`config.mk`:
```
export PLATFORM = sky130hd
export DESIGN_NAME = fire2_squeeze_ofm_writer
export DESIGN_NICKNAME = d
export VERILOG_FILES = /design/src/rtl/fire_pkg.sv /design/src/rtl/fire2_squeeze_ofm_writer.sv
export SDC_FILE = /design/constraint.sdc
export NUM_CORES = 1
export LEC_CHECK = 0
export BUFFER_PORTS_ARGS = -buffer_cell sky130_fd_sc_hd__buf_2
export CAP_MARGIN = 40
export CORE_MARGIN = 3
export CORE_UTILIZATION = 58
export CTS_CLUSTER_DIAMETER = 100
export DETAILED_ROUTE_END_ITERATION = 10
export PLACE_DENSITY_LB_ADDON = 0.15
export SYNTH_ARGS = -nofsm -noshare
export SYNTH_HDL_FRONTEND = slang
export SYNTH_SLANG_ARGS = --single-unit
```
`constraint.sdc`:
```
create_clock -name clk -period 33.6 [get_ports clk]
set_input_delay 5.04 -clock clk [delete_from_list [all_inputs] [get_ports clk]]
set_output_delay 5.04 -clock clk [all_outputs]
set_load 0.005 [all_outputs]
```
`src/rtl/fire_pkg.sv`:
```
// Shared constants and types for the fire2 squeeze output-feature-map writer.
package fire_pkg;

    localparam int FIRE_WIDTH = 16;
    localparam int FIRE_CH    = 16;
    localparam int FIRE_WOUT  = 64;

    // Word address width of a WOUT x WOUT x CH feature map.
    function automatic int fire_addr_w(input int wout, input int ch);
        return $clog2(wout * wout * ch);
    endfunction

    localparam int FIRE_ADDR_W = fire_addr_w(FIRE_WOUT, FIRE_CH);

    typedef enum logic [1:0] {
        IDLE  = 2'd0,
        DRAIN = 2'd1,
        DONE  = 2'd2
    } fire_state_t;

endpackage

```
`src/rtl/fire2_squeeze_ofm_writer.sv`:
```
// Serialises one CH-word squeeze result per sample into a pixel-major RAM write
// stream, one word per cycle; flags the end of the layer and dropped samples.
module fire2_squeeze_ofm_writer
    import fire_pkg::*;
#(
    parameter int WOUT  = FIRE_WOUT,
    parameter int CH    = FIRE_CH,
    parameter int WIDTH = FIRE_WIDTH
) (
    input  logic                              clk,
    input  logic                              rst,
    input  logic                              sample_i,
    input  logic [CH-1:0][WIDTH-1:0]          ofm_i,
    output logic                              wr_en_o,
    output logic [fire_addr_w(WOUT, CH)-1:0]  wr_addr_o,
    output logic [WIDTH-1:0]                  wr_data_o,
    output logic                              busy_o,
    output logic                              ram_feedback_o,
    output logic                              done_o,
    output logic                              overflow_o
);

    localparam int AW     = fire_addr_w(WOUT, CH);
    localparam int PIXELS = WOUT * WOUT;
    localparam int PW     = $clog2(PIXELS + 1);
    localparam int CW     = (CH > 1) ? $clog2(CH) : 1;

    fire_state_t       state;
    logic [CW-1:0]     ch_cnt;
    logic [PW-1:0]     pix_cnt;
    logic [WIDTH-1:0]  shadow [CH];

    logic              last_ch;
    logic              accept;
    logic [CW-1:0]     ch_inc;
    logic [PW-1:0]     pix_inc;
    logic [AW-1:0]     base_cur;
    logic [AW-1:0]     base_inc;

    always_comb begin
        last_ch  = (state == DRAIN) && (ch_cnt == CW'(CH - 1));
        accept   = sample_i && ((state == IDLE) || last_ch);
        ch_inc   = ch_cnt + 1'b1;
        pix_inc  = pix_cnt + 1'b1;
        base_cur = AW'(pix_cnt) * AW'(CH);
        base_inc = AW'(pix_inc) * AW'(CH);
    end

    // Channel 0 is forwarded straight from ofm_i on the capture edge, so the
    // shadow only has to supply channels 1..CH-1 afterwards.
    always_ff @(posedge clk) begin
        if (accept) begin
            for (int unsigned i = 0; i < CH; i++) begin
                shadow[i] <= ofm_i[i];
            end
        end
    end

    always_ff @(posedge clk) begin
        if (rst) begin
            state          <= IDLE;
            ch_cnt         <= '0;
            pix_cnt        <= '0;
            wr_en_o        <= 1'b0;
            wr_addr_o      <= '0;
            wr_data_o      <= '0;
            busy_o         <= 1'b0;
            ram_feedback_o <= 1'b0;
            done_o         <= 1'b0;
            overflow_o     <= 1'b0;
        end else begin
            ram_feedback_o <= 1'b0;
            case (state)
                IDLE: begin
                    if (sample_i) begin
                        state     <= DRAIN;
                        ch_cnt    <= '0;
                        wr_en_o   <= 1'b1;
                        wr_addr_o <= base_cur;
                        wr_data_o <= ofm_i[0];
                        busy_o    <= 1'b1;
                    end
                end
                DRAIN: begin
                    if (last_ch) begin
                        pix_cnt <= pix_inc;
                        if (pix_inc == PW'(PIXELS)) begin
                            state          <= DONE;
                            wr_en_o        <= 1'b0;
                            busy_o         <= 1'b0;
                            ram_feedback_o <= 1'b1;
                            done_o         <= 1'b1;
                        end else if (sample_i) begin
                            ch_cnt    <= '0;
                            wr_addr_o <= base_inc;
                            wr_data_o <= ofm_i[0];
                        end else begin
                            state   <= IDLE;
                            wr_en_o <= 1'b0;
                            busy_o  <= 1'b0;
                        end
                    end else begin
                        // Within a pixel the address steps by one word per channel.
                        ch_cnt    <= ch_inc;
                        wr_addr_o <= wr_addr_o + 1'b1;
                        wr_data_o <= shadow[ch_inc];
                        if (sample_i) begin
                            overflow_o <= 1'b1;
                        end
                    end
                end
                DONE: begin
                    state <= DONE;
                end
                default: begin
                    state <= IDLE;
                end
            endcase
        end
    end

endmodule

```
==> results of run 1 <==
-- worst max-delay path by stage --
stage / startpoint / cells past startpoint / slack (ns) / to
CTS: rst / 5 / 26.93 / wr_data_o[4]
global route: rst / 5 / 26.78 / wr_data_o[5]
detailed placement: rst / 5 / 26.36 / wr_data_o[4]
floorplan: sample_i / 3 / 14.94 / shadow[0][0]
global placement: sample_i / 6 / 24.97 / shadow[4][3]
finish: rst / 5 / 26.94 / wr_data_o[4]
-- cell usage in the layout (no fill, tap or decap), types with 7 or more instances in the layout --
cell type and n:
clkinv_2 10, a211oi_1 7, xnor2_1 16, o21ai_0 21, dfxtp_1 54, buf_2 295, o2111ai_1 13, a21oi_1 28
a2bb2oi_1 12, edfxtp_1 256, nand2_1 108, nand4_1 12, nor2_1 43, nand3_1 52, mux4_2 58, a31oi_1 9
buf_4 7, clkbuf_16 31, nor3_1 18
-- cell type report --
cell class | count | area, um2
inverters | 3 | 11.3
well taps | 275 | 344
fillers | 1445 | 5780
diodes | 5 | 12.5
multi-input cells | 483 | 3810
clock inverters | 22 | 221
flip-flops and latches | 311 | 8790
clock buffers | 36 | 795
repair buffers | 307 | 1650
-- through the flow --
step | util | hold slack, ns | instance area (um2) | worst slack (ns) | instances
floorplan | - | 0.460 | 12900 | 14.94 | 856
global placement | 0.676 | 0.442 | 14500 | 24.97 | 1373
detailed placement | 0.682 | 0.458 | 14600 | 26.36 | 1379
CTS | 0.730 | 0.473 | 15600 | 26.93 | 1437
global route | 0.730 | 0.498 | 15600 | 26.78 | 1441
finish | 0.730 | 0.468 | 15600 | 26.94 | 1442
-- worst min-delay path, delay by kind of cell (launching register included) --
kind	cells	cell delay (ns)
AND/OR/NAND/NOR	2	0.11
flip-flops	1	0.32
-- metal layers --
metal | wire [um] | vias up | share of wire
met5 | 23 | - | 0.00073
met4 | 1230 | 4 | 0.039
met3 | 2760 | 83 | 0.087
met2 | 16000 | 429 | 0.50
met1 | 11700 | 4148 | 0.37
li1 | - | 3915 | -
-- sequential cells by signal, indices dropped and copies added, names as in the netlist, 2 cells and up --
name	cells
shadow	256
wr_addr_o	16
wr_data_o	16
pix_cnt	13
ch_cnt	4
state	2
-- cell families (layout without fill, tap and decap cells) --
group,count (synthesis),in the layout,share of synthesized area
compound gates,124,124,0.0700
buf+inv,62,368,0.0244
fa+ha+maj,4,4,0.00389
flops,311,311,0.683
simple gates,271,271,0.0987
xor+xnor,22,22,0.0150
mux,62,62,0.105
other cells,0,5,0
-- where the power goes --
| group | total [uW] | internal, uW | switching [uW] | leakage, uW |
|---|---|---|---|---|
| sequential | 452 | 442 | 9.61 | 0.00289 |
| clock | 343 | 200 | 143 | 0.000507 |
| combinational | 80.9 | 40.5 | 40.4 | 0.00240 |
==> impl_metrics.csv, run 1 <==
group,metric,value,unit
status,status,"completed",
synth,synth_cell_types,59,
route,drtAntennaViolNets,0,
clocking,cts.sink_count,311,
setup_path,crit_path_end_kind,"register",
clocking,cts_buffers,31,
clocking,post_cts_resized,0,
setup_path,path_cells,"buf_2 -> inv_1 -> nand2_1 -> o31a_1 -> a2bb2oi_1",
synth,synthTopCellsByCount,"edfxtp_1 (256), nand2_1 (108), mux4_2 (58)",
finish,drive_above_1_share,0.373,
power_and_ir_drop,powerDensity,56.0,nW/um2
setup_path,path_class,"in -> reg",
timing,worst_slew_pin_slew,0.873,ns
grt,grt.met3_usage,0.0620,
synth,synth-edff-count,256,
timing,final.period_utilization,0.198,
synth,syn_area,12900,um2
floorplanning,pin_count,296,
setup_path,slowest_delay,0.63,ns
route,routedWlPerCell,22.0,um
synth,synth_area_per_cell,15.0,um2
synth,ys.warnings.count,0,
power_and_ir_drop,ir_drop,0.0471,mV
floorplanning,die-area,24000,um2
grt,overflow,0,
finish,area_delta_synth_final,21.6,%
clocking,cts_root_buf,"clkbuf_16",
timing,finalHoldViolCount,0,
hold_path,min_to,"done_o",
setup_path,rr_endpoint,"wr_addr_o[12]",
grt,grt_usage,0.260,
floorplanning,chipWidth,155,um
synth,synth_top_area_frac,0.598,
hold_path,hold_start,"done_o",
floorplanning,start_util,0.601,
synth,async_flop_share,0,
timing,worst_clock_skew,0.0112,ns
route,drc,0,
finish,layout.nets,1400,
grt,grt_pass1_vias,8702,
timing,tns,0,ns
place,portBuffers,295,
setup_path,r2r_cells,7,
hold_path,worstHoldPathType,"reg -> reg",
hold_path,whs_path_depth,2,
route,vias,8579,
synth,synth_top_area_cell,"edfxtp_1",
job,cap_violations,0,
grt,grt_max_degree,76,
setup_path,cp-start-kind,"primary input",
timing,setup_viol,0,
route,drt-vias-per-instance,5.95,
setup_path,slowest_stage,"buf_2",
setup_path,r2r_start,"ch_cnt[0]",
synth,syn_nets,1119,
timing,fmax,150,MHz
setup_path,rrSetupSlack,29.96,ns
synth,synth.most_common_cell,"edfxtp_1",
grt,grt_busiest_layer,"met2",
clocking,tritoncts,"yes",
synth,yosys-top-cells-area,"edfxtp_1 (60%), mux4_2 (10%), dfxtp_1 (8.6%)",
setup_path,worst-path-max-fanout,42,
floorplanning,coreArea,21400,um2
synth,synth_ff_type,"edfxtp_1",
place,finalWeightedCongestion,0.905,
synth,synthCells,856,
power_and_ir_drop,p_leak,0.00579,uW
timing,min_period,6.66,ns
clocking,h-tree-depth,1,
route,wl,31700,um
timing,drv_slew,0,
clocking,holdBufCountCts,0,
route,drt-pass1-iter-count,6,
place,place.detailed.hpwl,22100,um
grt,grtUsageMet1,0.340,
timing,grt_setup_unrepaired,"no",
floorplanning,fp.dieH,155,um
timing,slew_headroom,0.416,
grt,use_met2,0.434,
setup_path,worst-path-buf-inv,2,
floorplanning,rows,53,
route,drt_iter0_markers,809,
clocking,clk_latency,0.56,ns
clocking,clkTransAtPathRegs,0.06,ns
clocking,clk_path_buf_depth,3,
grt,grt_pass1_wl,48100,um
setup_path,crit_arrival,7.08,ns
grt,antenna_found_initial,6,
synth,ys_ff_latch,311,
setup_path,path_delay_family,"buffers and inverters",
clocking,cts_setup_buffers,0,
power_and_ir_drop,power,876,uW
setup_path,cp.required,34.02,ns
synth,seq_area_frac_synth,0.683,
(Power assumes the default switching activity.)
==> run 2: changes to the inputs <==
--- a/config.mk
+++ b/config.mk
@@ -5,10 +5,11 @@
 export SDC_FILE = /design/constraint.sdc
 export NUM_CORES = 1
 export LEC_CHECK = 0
+export ABC_AREA = 1
 export BUFFER_PORTS_ARGS = -buffer_cell sky130_fd_sc_hd__buf_2
 export CAP_MARGIN = 40
 export CORE_MARGIN = 3
-export CORE_UTILIZATION = 58
+export CORE_UTILIZATION = 49
 export CTS_CLUSTER_DIAMETER = 100
 export DETAILED_ROUTE_END_ITERATION = 10
 export PLACE_DENSITY_LB_ADDON = 0.15
==> constraint.sdc (replaced) <==
create_clock -name clk -period 5.8 [get_ports clk]
set_input_delay 0.87 -clock clk [delete_from_list [all_inputs] [get_ports clk]]
set_output_delay 0.87 -clock clk [all_outputs]
set_load 0.005 [all_outputs]
==> impl_metrics.csv, run 2 <==
group,metric,value,unit
status,status,"completed",
timing,slew_headroom,0.416,
timing,worst_slew_pin_slew,0.874,ns
timing,grt_setup_unrepaired,"no",
grt,grt_busiest_layer,"met2",
route,drt_iter0_markers,1014,
setup_path,rrSetupSlack,1.72,ns
power_and_ir_drop,power_switching,1390,uW
timing,final.period_utilization,0.703,
place,portBuffers,295,
timing,fmax,245,MHz
synth,synth_top_area_cell,"edfxtp_1",
place,place.detailed.hpwl,26100,um
synth,ys.warnings.count,0,
clocking,h-tree-depth,2,
floorplanning,pin_count,296,
clocking,cts.sink_count,311,
setup_path,r2r_cells,8,
power_and_ir_drop,p_leak,0.00648,uW
grt,grt.met3_usage,0.0455,
power_and_ir_drop,power_frac_clock,0.378,
route,vias,10732,
place,post-place-cells,1902,
grt,grt_usage,0.249,
timing,drv_slew,0,
hold_path,worstHoldPathType,"reg -> reg",
setup_path,path_cells,"inv_1 -> nand2_1 -> inv_1 -> nand2_1 -> buf_4 -> nand2_1 -> nor2_4 -> buf_12",
finish,largest_register,"shadow",
route,drc,0,
power_and_ir_drop,combPwrFrac,0.128,
grt,use_met2,0.394,
timing,setup_viol,0,
grt,grt_pass1_vias,10313,
route,drtAntennaViolNets,0,
setup_path,r2r_start,"state[1]",
setup_path,slowest_stage,"nor2_4",
synth,syn_area,13500,um2
setup_path,rr_endpoint,"shadow[11][13]",
clocking,tritoncts,"yes",
synth,synthTopCellsByCount,"nor2_1 (292), edfxtp_1 (256), nand2_1 (190)",
route,drt-vias-per-instance,5.44,
finish,largest_reg_flops,256,
route,wl,37900,um
clocking,clk_latency,0.52,ns
setup_path,worst-path-max-fanout,125,
finish,final_cells,1971,
synth,synth_area_per_cell,10.1,um2
setup_path,crit_path_end_kind,"register",
finish,final_cell_mix,"buf_2 (295), nor2_1 (290), edfxtp_1 (256)",
power_and_ir_drop,switching_share,0.256,
timing,finalHoldViolCount,0,
floorplanning,coreArea,27000,um2
timing,tns,0,ns
setup_path,cp.required,5.94,ns
hold_path,hold_start,"done_o",
clocking,cts_buffers,35,
grt,grt_pass1_wl,56500,um
grt,grt_max_degree,126,
finish,drive_above_1_share,0.241,
grt,grtUsageMet1,0.346,
synth,synth_cell_types,32,
timing,min_period,4.08,ns
power_and_ir_drop,power_frac_seq,0.493,
finish,area_delta_synth_final,20.9,%
place,finalWeightedCongestion,0.877,
synth,synth.most_common_cell,"nor2_1",
finish,largestRegisters,"shadow: 256 flops, wr_addr_o: 16 flops, wr_data_o: 16 flops",
floorplanning,start_util,0.500,
hold_path,min_to,"done_o",
synth,yosys-top-cells-area,"edfxtp_1 (57%), dfxtp_1 (8.2%), nor2_1 (8.1%)",
grt,antenna_found_initial,7,
floorplanning,chipWidth,172,um
floorplanning,fp.dieH,172,um
finish,layout.nets,1861,
clocking,cts_setup_buffers,0,
synth,synth-edff-count,256,
synth,synth_top_area_frac,0.569,
power_and_ir_drop,p_int,4040,uW
clocking,clkTransAtPathRegs,0.06,ns
synth,async_flop_share,0,
floorplanning,die-area,29600,um2
clocking,holdBufCountCts,0,
synth,syn_nets,1595,
setup_path,crit_arrival,4.22,ns
synth,seq_area_frac_synth,0.651,
setup_path,cp-start-kind,"register",
setup_path,path_class,"reg -> reg",
hold_path,whs_path_depth,2,
synth,ys_ff_latch,311,
route,routedWlPerCell,19.2,um
power_and_ir_drop,ir_drop,0.234,mV
power_and_ir_drop,powerDensity,332,nW/um2
setup_path,cpMostUsedCell,"nand2_1",
finish,finalCoreUtilization,0.604,
route,drt-pass1-iter-count,7,
clocking,post_cts_resized,0,
timing,worst_clock_skew,0.0157,ns
floorplanning,rows,60,
grt,overflow,0,
finish,final_common_cell,"buf_2",
setup_path,slowest_delay,0.71,ns
job,cap_violations,0,
synth,synthCells,1332,
synth,synth_ff_type,"edfxtp_1",
clocking,cts_root_buf,"clkbuf_16",
clocking,clk_path_buf_depth,3,
run 2: changes by cell type after synthesis, sizes merged, moves of 10 or more:
cell / delta
nand2: +89
xnor2: -15
nor2: +257
o2111ai: -13
o21ai: +135
a211oi: -12
o211ai: +64
inv: +50
buf: +10
nor3: -16
nand3: +71
mux4: -58
a2bb2oi: -13
run 2: worst max-delay path by stage:
| stage | startpoint | endpoint | slack, ns | cells after the start |
|---|---|---|---|---|
| floorplan | sample_i | shadow[0][0] | 0.21 | 4 |
| global placement | state[1] | shadow[9][11] | 1.88 | 8 |
| detailed placement | state[1] | shadow[11][13] | 1.71 | 8 |
| CTS | state[1] | shadow[11][13] | 1.71 | 8 |
| global route | state[1] | shadow[9][12] | 1.39 | 8 |
| finish | state[1] | shadow[11][13] | 1.72 | 8 |
run 2: cell families after synthesis:
| logic type | Yosys count | synth area share |
|---|---|---|
| and+or+nand+nor | 635 | 0.198 |
| DFF | 311 | 0.651 |
| AOI/OAI and AO/OA | 248 | 0.104 |
| buffers and inverters | 131 | 0.0404 |
| adders and majority gates | 4 | 0.00370 |
| xor gates and xnor gates | 3 | 0.00250 |
run 2: per-stage QoR:
stage / hold slack (ns) / setup WS [ns] / instance area (um2) / power, uW
after floorplan: 0.452 / 0.208 / 13500 / 3140
after global placement: 0.441 / 1.88 / 15200 / 3400
after detailed placement: 0.440 / 1.71 / 15200 / 3420
after CTS: 0.454 / 1.71 / 16300 / 5470
after global routing: 0.478 / 1.39 / 16300 / 5660
final: 0.451 / 1.72 / 16300 / 5430
run 2: power groups by stage:
| stage | clock [uW] | combinational (uW) | sequential, uW |
|---|---|---|---|
| CTS | 2090 | 701 | 2680 |
| global route | 2190 | 784 | 2690 |
| finish | 2050 | 697 | 2680 |
| detailed placement | 0 | 697 | 2720 |
| floorplan | 0 | 425 | 2710 |
| global placement | 0 | 681 | 2720 |
run 2: metal layers:
| metal | wire (um) | vias to the layer above |
|---|---|---|
| li1 | - | 5188 |
| met1 | 16000 | 5009 |
| met2 | 17500 | 454 |
| met3 | 2980 | 77 |
| met4 | 1370 | 4 |
| met5 | 32 | - |
run 2: worst max-delay path, delay by kind of cell, from the launching register on:
| kind | cells | cell delay [ns] |
|---|---|---|
| buffers and inverters | 4 | 1.63 |
| and+or+nand+nor | 4 | 1.69 |
| DFF | 1 | 0.34 |
run 2: final cells by class:
| type | count | area [um2] |
|---|---|---|
| antenna | 6 | 15.0 |
| clock buffer | 47 | 973 |
| clock inverter | 16 | 91.3 |
| fill | 2313 | 10700 |
| inverter | 53 | 201 |
| multi-input combinational | 890 | 4200 |
| sequential | 311 | 8790 |
| tap | 341 | 427 |
| timing repair buffer | 307 | 1620 |
==> run 3: changes to the inputs <==
--- a/config.mk
+++ b/config.mk
@@ -9,7 +9,7 @@
 export BUFFER_PORTS_ARGS = -buffer_cell sky130_fd_sc_hd__buf_2
 export CAP_MARGIN = 40
 export CORE_MARGIN = 3
-export CORE_UTILIZATION = 49
+export CORE_UTILIZATION = 55
 export CTS_CLUSTER_DIAMETER = 100
 export DETAILED_ROUTE_END_ITERATION = 10
 export PLACE_DENSITY_LB_ADDON = 0.15
==> constraint.sdc (replaced) <==
create_clock -name clk -period 4 [get_ports clk]
set_input_delay 0.6 -clock clk [delete_from_list [all_inputs] [get_ports clk]]
set_output_delay 0.6 -clock clk [all_outputs]
set_load 0.005 [all_outputs]
==> impl_metrics.csv, run 3 (synthesis gave the netlist of run 2 again) <==
group,metric,value,unit
status,status,"completed",
power_and_ir_drop,p_leak,0.00655,uW
clocking,cts_root_buf,"clkbuf_16",
grt,grtUsageMet1,0.378,
floorplanning,rows,56,
grt,antenna_found_initial,10,
setup_path,crit_arrival,3.46,ns
floorplanning,start_util,0.567,
clocking,cts.sink_count,311,
clocking,clk_path_buf_depth,3,
setup_path,crit_path_end_kind,"register",
timing,tns,0,ns
clocking,post_cts_resized,0,
place,place_area,15300,um2
timing,slew_headroom,0.415,
finish,seq_area,8800,um2
finish,fillers,1863,
place,finalWeightedCongestion,0.885,
timing,whs,0.262,ns
floorplanning,chipWidth,163,um
route,vias,10976,
hold_path,hold_start,"ofm_i[83]",
timing,final.period_utilization,0.769,
timing,worst_slew_pin_slew,0.878,ns
grt,overflow,0,
floorplanning,coreArea,23800,um2
timing,worst_clock_skew,0.0144,ns
finish,largest_register,"shadow",
power_and_ir_drop,power,8060,uW
timing,grt_setup_unrepaired,"no",
setup_path,r2r_start,"ch_cnt[0]",
grt,grt_usage,0.281,
finish,largestRegisters,"shadow: 256 flops, wr_addr_o: 16 flops, wr_data_o: 16 flops",
place,portBuffers,295,
finish,final_common_cell,"buf_2",
route,drt_iter0_markers,1173,
route,wl,37700,um
hold_path,worstHoldPathType,"in -> reg",
finish,area_delta_synth_final,21.8,%
route,drt-vias-per-instance,5.61,
clocking,cts_setup_buffers,0,
timing,drv_slew,0,
finish,finalInstanceArea,16500,um2
timing,fmax,325,MHz
place,place.detailed.hpwl,26200,um
route,drtAntennaViolNets,0,
clocking,clkTransAtPathRegs,0.06,ns
clocking,clk_latency,0.51,ns
grt,grt_busiest_layer,"met2",
route,drc,0,
clocking,h-tree-depth,2,
place,post-place-ws,0.990,ns
setup_path,cp-start-kind,"register",
timing,setup_viol,0,
grt,grt_pass1_vias,10574,
finish,layout.nets,1870,
grt,grt_max_degree,87,
job,cap_violations,0,
route,drt-pass1-iter-count,5,
setup_path,cp.required,4.38,ns
clocking,tritoncts,"yes",
finish,drive_above_1_share,0.251,
clocking,holdBufCountCts,0,
finish,largest_reg_flops,256,
setup_path,worst-path-max-fanout,51,
finish,final_cell_mix,"buf_2 (295), nor2_1 (290), edfxtp_1 (256)",
route,routedWlPerCell,19.3,um
clocking,cts_buffers,34,
timing,finalHoldViolCount,0,
timing,min_period,3.08,ns
floorplanning,die-area,26500,um2
floorplanning,fp.dieH,163,um
setup_path,crit_start,"ch_cnt[0]",
grt,grt_pass1_wl,57000,um
finish,multi_input_area,4220,um2
timing,worst_slack,0.922,ns
floorplanning,pin_count,296,
grt,grt.met3_usage,0.0712,
grt,use_met2,0.436,
power_and_ir_drop,powerDensity,490,nW/um2
setup_path,path_class,"reg -> reg",
power_and_ir_drop,ir_drop,0.372,mV
## run 3: stage by stage
| stage | util | cells |
|---|---|---|
| floorplan | - | 1332 |
| finish | 0.691 | 1957 |
| global route | 0.690 | 1955 |
| global placement | 0.640 | 1888 |
| detailed placement | 0.643 | 1890 |
| CTS | 0.690 | 1950 |
## run 3: power by group
group	internal (uW)	switching, uW	total, uW	leakage [uW]
sequential	3780	107	3880	0.00289
combinational	369	657	1030	0.00311
clock	1920	1230	3150	0.000550
total	6070	1990	8060	0.00655
## run 3: final cells by class
| type | instances | share of cell area |
|---|---|---|
| diodes | 7 | 0.00106 |
| clock buffers | 40 | 0.0544 |
| clock inverters | 20 | 0.0139 |
| inverters | 53 | 0.0122 |
| multi-input cells | 890 | 0.257 |
| flip-flops and latches | 311 | 0.535 |
| well taps | 319 | 0.0243 |
| repair buffers | 317 | 0.103 |
## run 3: worst paths after layout
| check | to | slack (ns) | cells past startpoint |
|---|---|---|---|
| worst min-delay path | shadow[5][3] | 0.26 | 1 |
| worst max-delay path | ch_cnt[2] | 0.92 | 10 |
| worst min register to register | busy_o | 0.49 | 2 |
| worst max register to register | ch_cnt[2] | 0.92 | 10 |
## run 3: critical path, stage by stage (launching register included)
cell and delay, ns:
dfxtp_4 0.68, ha_4 0.22, nand2_2 0.05, inv_2 0.08
nand2_2 0.07, nor2_2 0.59, nand3_2 0.62, nand2_2 0.27
inv_2 0.17, nor2_1 0.12, nor2_1 0.05
## run 3: metal layers
metal	vias to the layer above	part of all wire
met5	-	0.0013
met4	8	0.043
met3	100	0.096
met2	528	0.46
met1	5143	0.40
li1	5197	-
